===== src/rtl/dvi_video_timing_ctrl.sv =====
// Raster timing sequencer for the DVI output path: runs h/v counters, locks an
// upstream valid/ready pixel stream to start-of-frame and recovers from underflow.
module dvi_video_timing_ctrl #(
  parameter int   H_ACTIVE = 640,
  parameter int   H_FP     = 16,
  parameter int   H_SYNC   = 96,
  parameter int   H_BP     = 48,
  parameter int   V_ACTIVE = 480,
  parameter int   V_FP     = 10,
  parameter int   V_SYNC   = 2,
  parameter int   V_BP     = 33,
  parameter logic H_POL    = 1'b0,
  parameter logic V_POL    = 1'b0
) (
  input  logic        i_pix_clk,
  input  logic        i_rst_n,
  input  logic        i_enable,
  input  logic [23:0] i_s_data,
  input  logic        i_s_valid,
  input  logic        i_s_user,
  output logic        o_s_ready,
  output logic        o_de,
  output logic [7:0]  o_data_ch0,
  output logic [7:0]  o_data_ch1,
  output logic [7:0]  o_data_ch2,
  output logic [1:0]  o_ctrl_ch0,
  output logic [1:0]  o_ctrl_ch1,
  output logic [1:0]  o_ctrl_ch2,
  output logic        o_locked,
  output logic        o_underflow,
  output logic [15:0] o_underflow_cnt
);
  localparam int H_TOTAL = H_ACTIVE + H_FP + H_SYNC + H_BP;
  localparam int V_TOTAL = V_ACTIVE + V_FP + V_SYNC + V_BP;
  localparam int HW = $clog2(H_TOTAL + 1);
  localparam int VW = $clog2(V_TOTAL + 1);

  localparam logic [HW-1:0] H_ACT  = HW'(H_ACTIVE);
  localparam logic [HW-1:0] H_SS   = HW'(H_ACTIVE + H_FP);
  localparam logic [HW-1:0] H_SE   = HW'(H_ACTIVE + H_FP + H_SYNC);
  localparam logic [HW-1:0] H_LAST = HW'(H_TOTAL - 1);
  localparam logic [VW-1:0] V_ACT  = VW'(V_ACTIVE);
  localparam logic [VW-1:0] V_SS   = VW'(V_ACTIVE + V_FP);
  localparam logic [VW-1:0] V_SE   = VW'(V_ACTIVE + V_FP + V_SYNC);
  localparam logic [VW-1:0] V_LAST = VW'(V_TOTAL - 1);

  typedef enum logic [1:0] {IDLE, SYNC, RUN} state_t;

  state_t        state, state_nxt;
  logic [HW-1:0] h_cnt, h_nxt;
  logic [VW-1:0] v_cnt, v_nxt;
  logic          active, hs, vs, h_wrap, frame_end, sof_pend, at_origin;
  logic          ready, accept, ufl;

  assign active    = (h_cnt < H_ACT) && (v_cnt < V_ACT);
  assign hs        = (h_cnt >= H_SS) && (h_cnt < H_SE);
  assign vs        = (v_cnt >= V_SS) && (v_cnt < V_SE);
  assign h_wrap    = (h_cnt == H_LAST);
  assign frame_end = h_wrap && (v_cnt == V_LAST);
  assign sof_pend  = i_s_valid && i_s_user;
  assign at_origin = (h_cnt == '0) && (v_cnt == '0);

  assign o_s_ready  = ready;
  assign o_locked   = (state == RUN);
  assign o_ctrl_ch1 = 2'b00;
  assign o_ctrl_ch2 = 2'b00;

  always_comb begin
    state_nxt = state;
    ready     = 1'b0;
    ufl       = 1'b0;
    unique case (state)
      IDLE: if (i_enable) state_nxt = SYNC;
      SYNC: begin
        // drain non-SOF beats, hold the SOF beat until the raster wraps
        ready = !sof_pend;
        if (frame_end) begin
          if (!i_enable)     state_nxt = IDLE;
          else if (sof_pend) state_nxt = RUN;
        end
      end
      RUN: begin
        // a SOF anywhere but the origin is left in place for the next frame
        ready = active && !(sof_pend && !at_origin);
        ufl   = active && (!i_s_valid || (sof_pend && !at_origin) ||
                           (i_s_valid && at_origin && !i_s_user));
        if (ufl)                       state_nxt = SYNC;
        else if (frame_end && !i_enable) state_nxt = IDLE;
      end
      default: state_nxt = IDLE;
    endcase
  end

  assign accept = (state == RUN) && i_s_valid && ready;

  always_comb begin
    h_nxt = h_cnt;
    v_nxt = v_cnt;
    if (state == IDLE || state_nxt == IDLE) begin
      h_nxt = '0;
      v_nxt = '0;
    end else if (h_wrap) begin
      h_nxt = '0;
      v_nxt = (v_cnt == V_LAST) ? '0 : v_cnt + 1'b1;
    end else begin
      h_nxt = h_cnt + 1'b1;
    end
  end

  always_ff @(posedge i_pix_clk or negedge i_rst_n) begin
    if (!i_rst_n) begin
      state           <= IDLE;
      h_cnt           <= '0;
      v_cnt           <= '0;
      o_de            <= 1'b0;
      o_data_ch0      <= '0;
      o_data_ch1      <= '0;
      o_data_ch2      <= '0;
      o_ctrl_ch0      <= {~V_POL, ~H_POL};
      o_underflow     <= 1'b0;
      o_underflow_cnt <= '0;
    end else begin
      state       <= state_nxt;
      h_cnt       <= h_nxt;
      v_cnt       <= v_nxt;
      o_de        <= active && (state != IDLE);
      {o_data_ch2, o_data_ch1, o_data_ch0} <= accept ? i_s_data : 24'd0;
      o_ctrl_ch0  <= (state == IDLE) ? {~V_POL, ~H_POL}
                                     : {vs ? V_POL : ~V_POL, hs ? H_POL : ~H_POL};
      o_underflow <= ufl;
      if (ufl && o_underflow_cnt != 16'hFFFF)
        o_underflow_cnt <= o_underflow_cnt + 16'd1;
    end
  end
endmodule

===== config.mk =====
export PLATFORM = sky130hd
export DESIGN_NAME = dvi_video_timing_ctrl
export DESIGN_NICKNAME = d
export VERILOG_FILES = /design/src/rtl/dvi_video_timing_ctrl.sv
export SDC_FILE = /design/constraint.sdc
export NUM_CORES = 1
export LEC_CHECK = 0
export CORE_MARGIN = 4
export CORE_UTILIZATION = 30
export DETAILED_ROUTE_END_ITERATION = 8
export SYNTH_ARGS = -nofsm -noshare
export SYNTH_HDL_FRONTEND = slang
export SYNTH_SLANG_ARGS = --single-unit

===== constraint.sdc =====
create_clock -name i_pix_clk -period 3.44 [get_ports i_pix_clk]
set_input_delay 0.516 -clock i_pix_clk [delete_from_list [all_inputs] [get_ports i_pix_clk]]
set_output_delay 0.516 -clock i_pix_clk [all_outputs]
set_load 0.05 [all_outputs]

==> impl_results.md <==
- Final #Nets: 429
- Worst hold slack: 0.158 ns
- Overflow after GRT: 0
- TritonRoute pass-1 iters: 4
- Max Fclk: 0.311 GHz
- CP Launch Point: h_cnt[0]$_DFF_PN0_
- Die Wd: 112 um
- Yosys cell types: 47
- Initial DRC Count: 80
- # rows: 37
- RSZ-0062 raised after global routing: false
- Leak pwr: 0.00191 uW
- Fin crit share: 93.6%
- VDD IR max: 0.000235 V
- Largest net degree at the start of global routing: 25
- WP data required: 2.92 ns
- PortBufs: 74
- Crit-path leading delay family: buffers and inverters
- Crit path kind: reg2out
- I/O pin cnt: 79
- Final Hold Viols: 0
- Top_reg_cell synth: dfrtp_1
- Post-cts resize count: 0
- Pins Over Slew Limit: 0
- Worst path bufs/invs: 2
- Initial antenna violation count: 0
- Ys async rst share: 100%
- Worst Setup Slack, final: 0.220 ns
- Setup Buffers After CTS: 0
- Worst path cell trace: inv_1 -> ha_1 -> nor4b_2 -> and4_4 -> nand3_1 -> a221oi_1 -> clkdlybuf4s50_1
- Synth area leaders: dfrtp_1 (50%), xnor2_1 (5.4%), and2_1 (4.8%)
- Max Buffers Root-to-Sink: 2
- Worst skew pair latency: 0.34 ns
- Reg2Reg Setup Slack: 0.97 ns
- Number of diodes: 0
- Layout Utilization: 41.5%
- Non-Filler Instances: 532
- CORE AREA: 10400 um^2
- Yosys Warn Count: 0
- Crit end category: output pin
- Crit path DAT: 2.70 ns
- Setup TNS: 0 ns
- Result of the run: finished, final reports clean
- H-tree depth: 3
- Num CTS Buffers: 9
- Skew final: 0.0150 ns
- Max_cap viols: 0
- RD Place Congestion: 0.804
- Detailed-route via count: 2484
- Max incr delay on CP: 0.87 ns
- CTS tree: built
- Global-route wire length before repair: 12.1 mm
- Rel. slew slack: 60.1%
- Setup WS pre-CTS: 0.562 ns
- GRT Total Usage: 11.8%
- Post-route ant nets: 0
- Area leader, netlist: dfrtp_1
- Drt total wl: 7.18 mm
- Most common cell after layout, fill and taps aside: clkdlybuf4s50_1
- Worst-path fanout max: 3
- PD cells: 452 nW/um^2
- Post-DP HPWL: 5.40 mm
- Die area: 12500 um^2
- Post-CTS Hold Buffers: 0
- Synth Cell Area: 3230 um^2
- Die Ht: 112 um
- Final min period: 3.22 ns
- Root buf cell: clkbuf_8
- Commonest non-fill, non-tap cells in the layout: clkdlybuf4s50_1 (73), dfrtp_1 (64), and2_1 (25)
- Via density: 4.67
- Wire per inst: 13.5 um
- Number of remaining DRC errors: 0
- Vias in the first global route: 2478
- Initial Util: 31.0%
- Mean post-synth cell area: 10.4 um^2
- Final setup violating endpoints: 0
- Area Overhead vs Synth: 33.9%
- Post-synth top area share: 49.6%
- Clock slew at reported path FFs: 0.08 ns
- #FFs+latches synth: 66
- Slew @ Worst Pin: 0.596 ns
- Worst hold-check path type: in2async
- Seq/Total Area, Yosys: 51.2%
- DP Cell Count: 516
- Crit start category: flop
- Post-Syn Instances: 311
- Clock Sinks: 66
- Layout cell share with drive strength beyond 1: 9.60%
- Post-synth EDFFs: 0
- Reg2reg start: h_cnt[0]$_DFF_PN0_
- Slowest stage cell, crit path: clkdlybuf4s50_1
- Filler cells: 1002
## metal layers
metal  global-route usage (%)  up-vias  part of all wire, %  routed length [um]
li1                         -     1222                    -                   -
met1                     14.5     1195                   45                3200
met2                     18.3       63                   46                3280
met3                     6.68        4                  9.2                 657
met4                     1.95        0                 0.59                  42
met5                        0        -                    0                   0
## flip-flops by register name (all words and copies together) (netlist names)
signal / flops
v_cnt: 10
h_cnt: 10
o_ctrl_ch0: 2
o_underflow: 1
o_data_ch2: 8
o_de: 1
o_underflow_cnt: 16
o_data_ch1: 8
state: 2
o_data_ch0: 8
## power breakdown
part | leakage [uW] | switching (uW) | total [uW] | internal, uW
sequential | 0.000906 | 23.1 | 824 | 801
clock | 0.000109 | 288 | 713 | 426
combinational | 0.000896 | 258 | 418 | 160
## metrics by stage
stage / total power, uW / cell area (um^2)
after floorplan: 1110 / 3240
after global routing: 2060 / 4330
after CTS: 1990 / 4330
after global placement: 1260 / 4110
after detailed placement: 1260 / 4110
final: 1960 / 4330
## final cells by class
cell class | count | area, um^2 | share of cell area [%]
Inverter | 11 | 41.3 | 0.955
Multi-Input combinational cell | 223 | 1460 | 33.8
Clock inverter | 5 | 77.6 | 1.79
Tap cell | 136 | 170 | 3.93
Sequential cell | 66 | 1650 | 38.2
Clock buffer | 11 | 141 | 3.27
Timing Repair Buffer | 80 | 781 | 18.1
## cell families (layout without fill, tap and decap cells)
family                     count (synthesis)  after routing  synth area share, %
other                                      1              4                0.116
muxes                                      3              3                0.968
adders and majority gates                  9              9                 3.49
DFF                                       66             66                 51.2
xor gates and xnor gates                  31             31                 8.64
and+or+nand+nor                          142            142                 25.0
buffers and inverters                     25            107                 3.95
AOI/OAI and AO/OA                         34             34                 6.66
## final timing paths
| kind | cells past startpoint | to |
|---|---|---|
| hold / removal | 1 | o_underflow$_DFF_PN0_ |
| min in group i_pix_clk | 1 | o_underflow_cnt[5]$_DFFE_PN0P_ |
| max in group asynchronous | 2 | o_data_ch0[2]$_DFF_PN0_ |
| hold reg to reg | 1 | o_underflow_cnt[5]$_DFFE_PN0P_ |
| setup reg to reg | 10 | h_cnt[4]$_DFF_PN0_ |
| setup / recovery | 7 | o_s_ready |
## synth_stat cells (all sizes together), types with 2 or more instances
master and count:
nor2 24, and4 5, nand4 16, a21o 2, mux2i 2, nor3 10
o21ai 8, nor2b 2, nand3 18, ha 9, xnor2 21, dfrtp 64
buf 9, nand2 20, nor4 4, dfstp 2, xor2 10, and3 11
and2 25, clkbuf 5, inv 11, a21oi 15, a211oi 2
(Power assumes the default switching activity.)
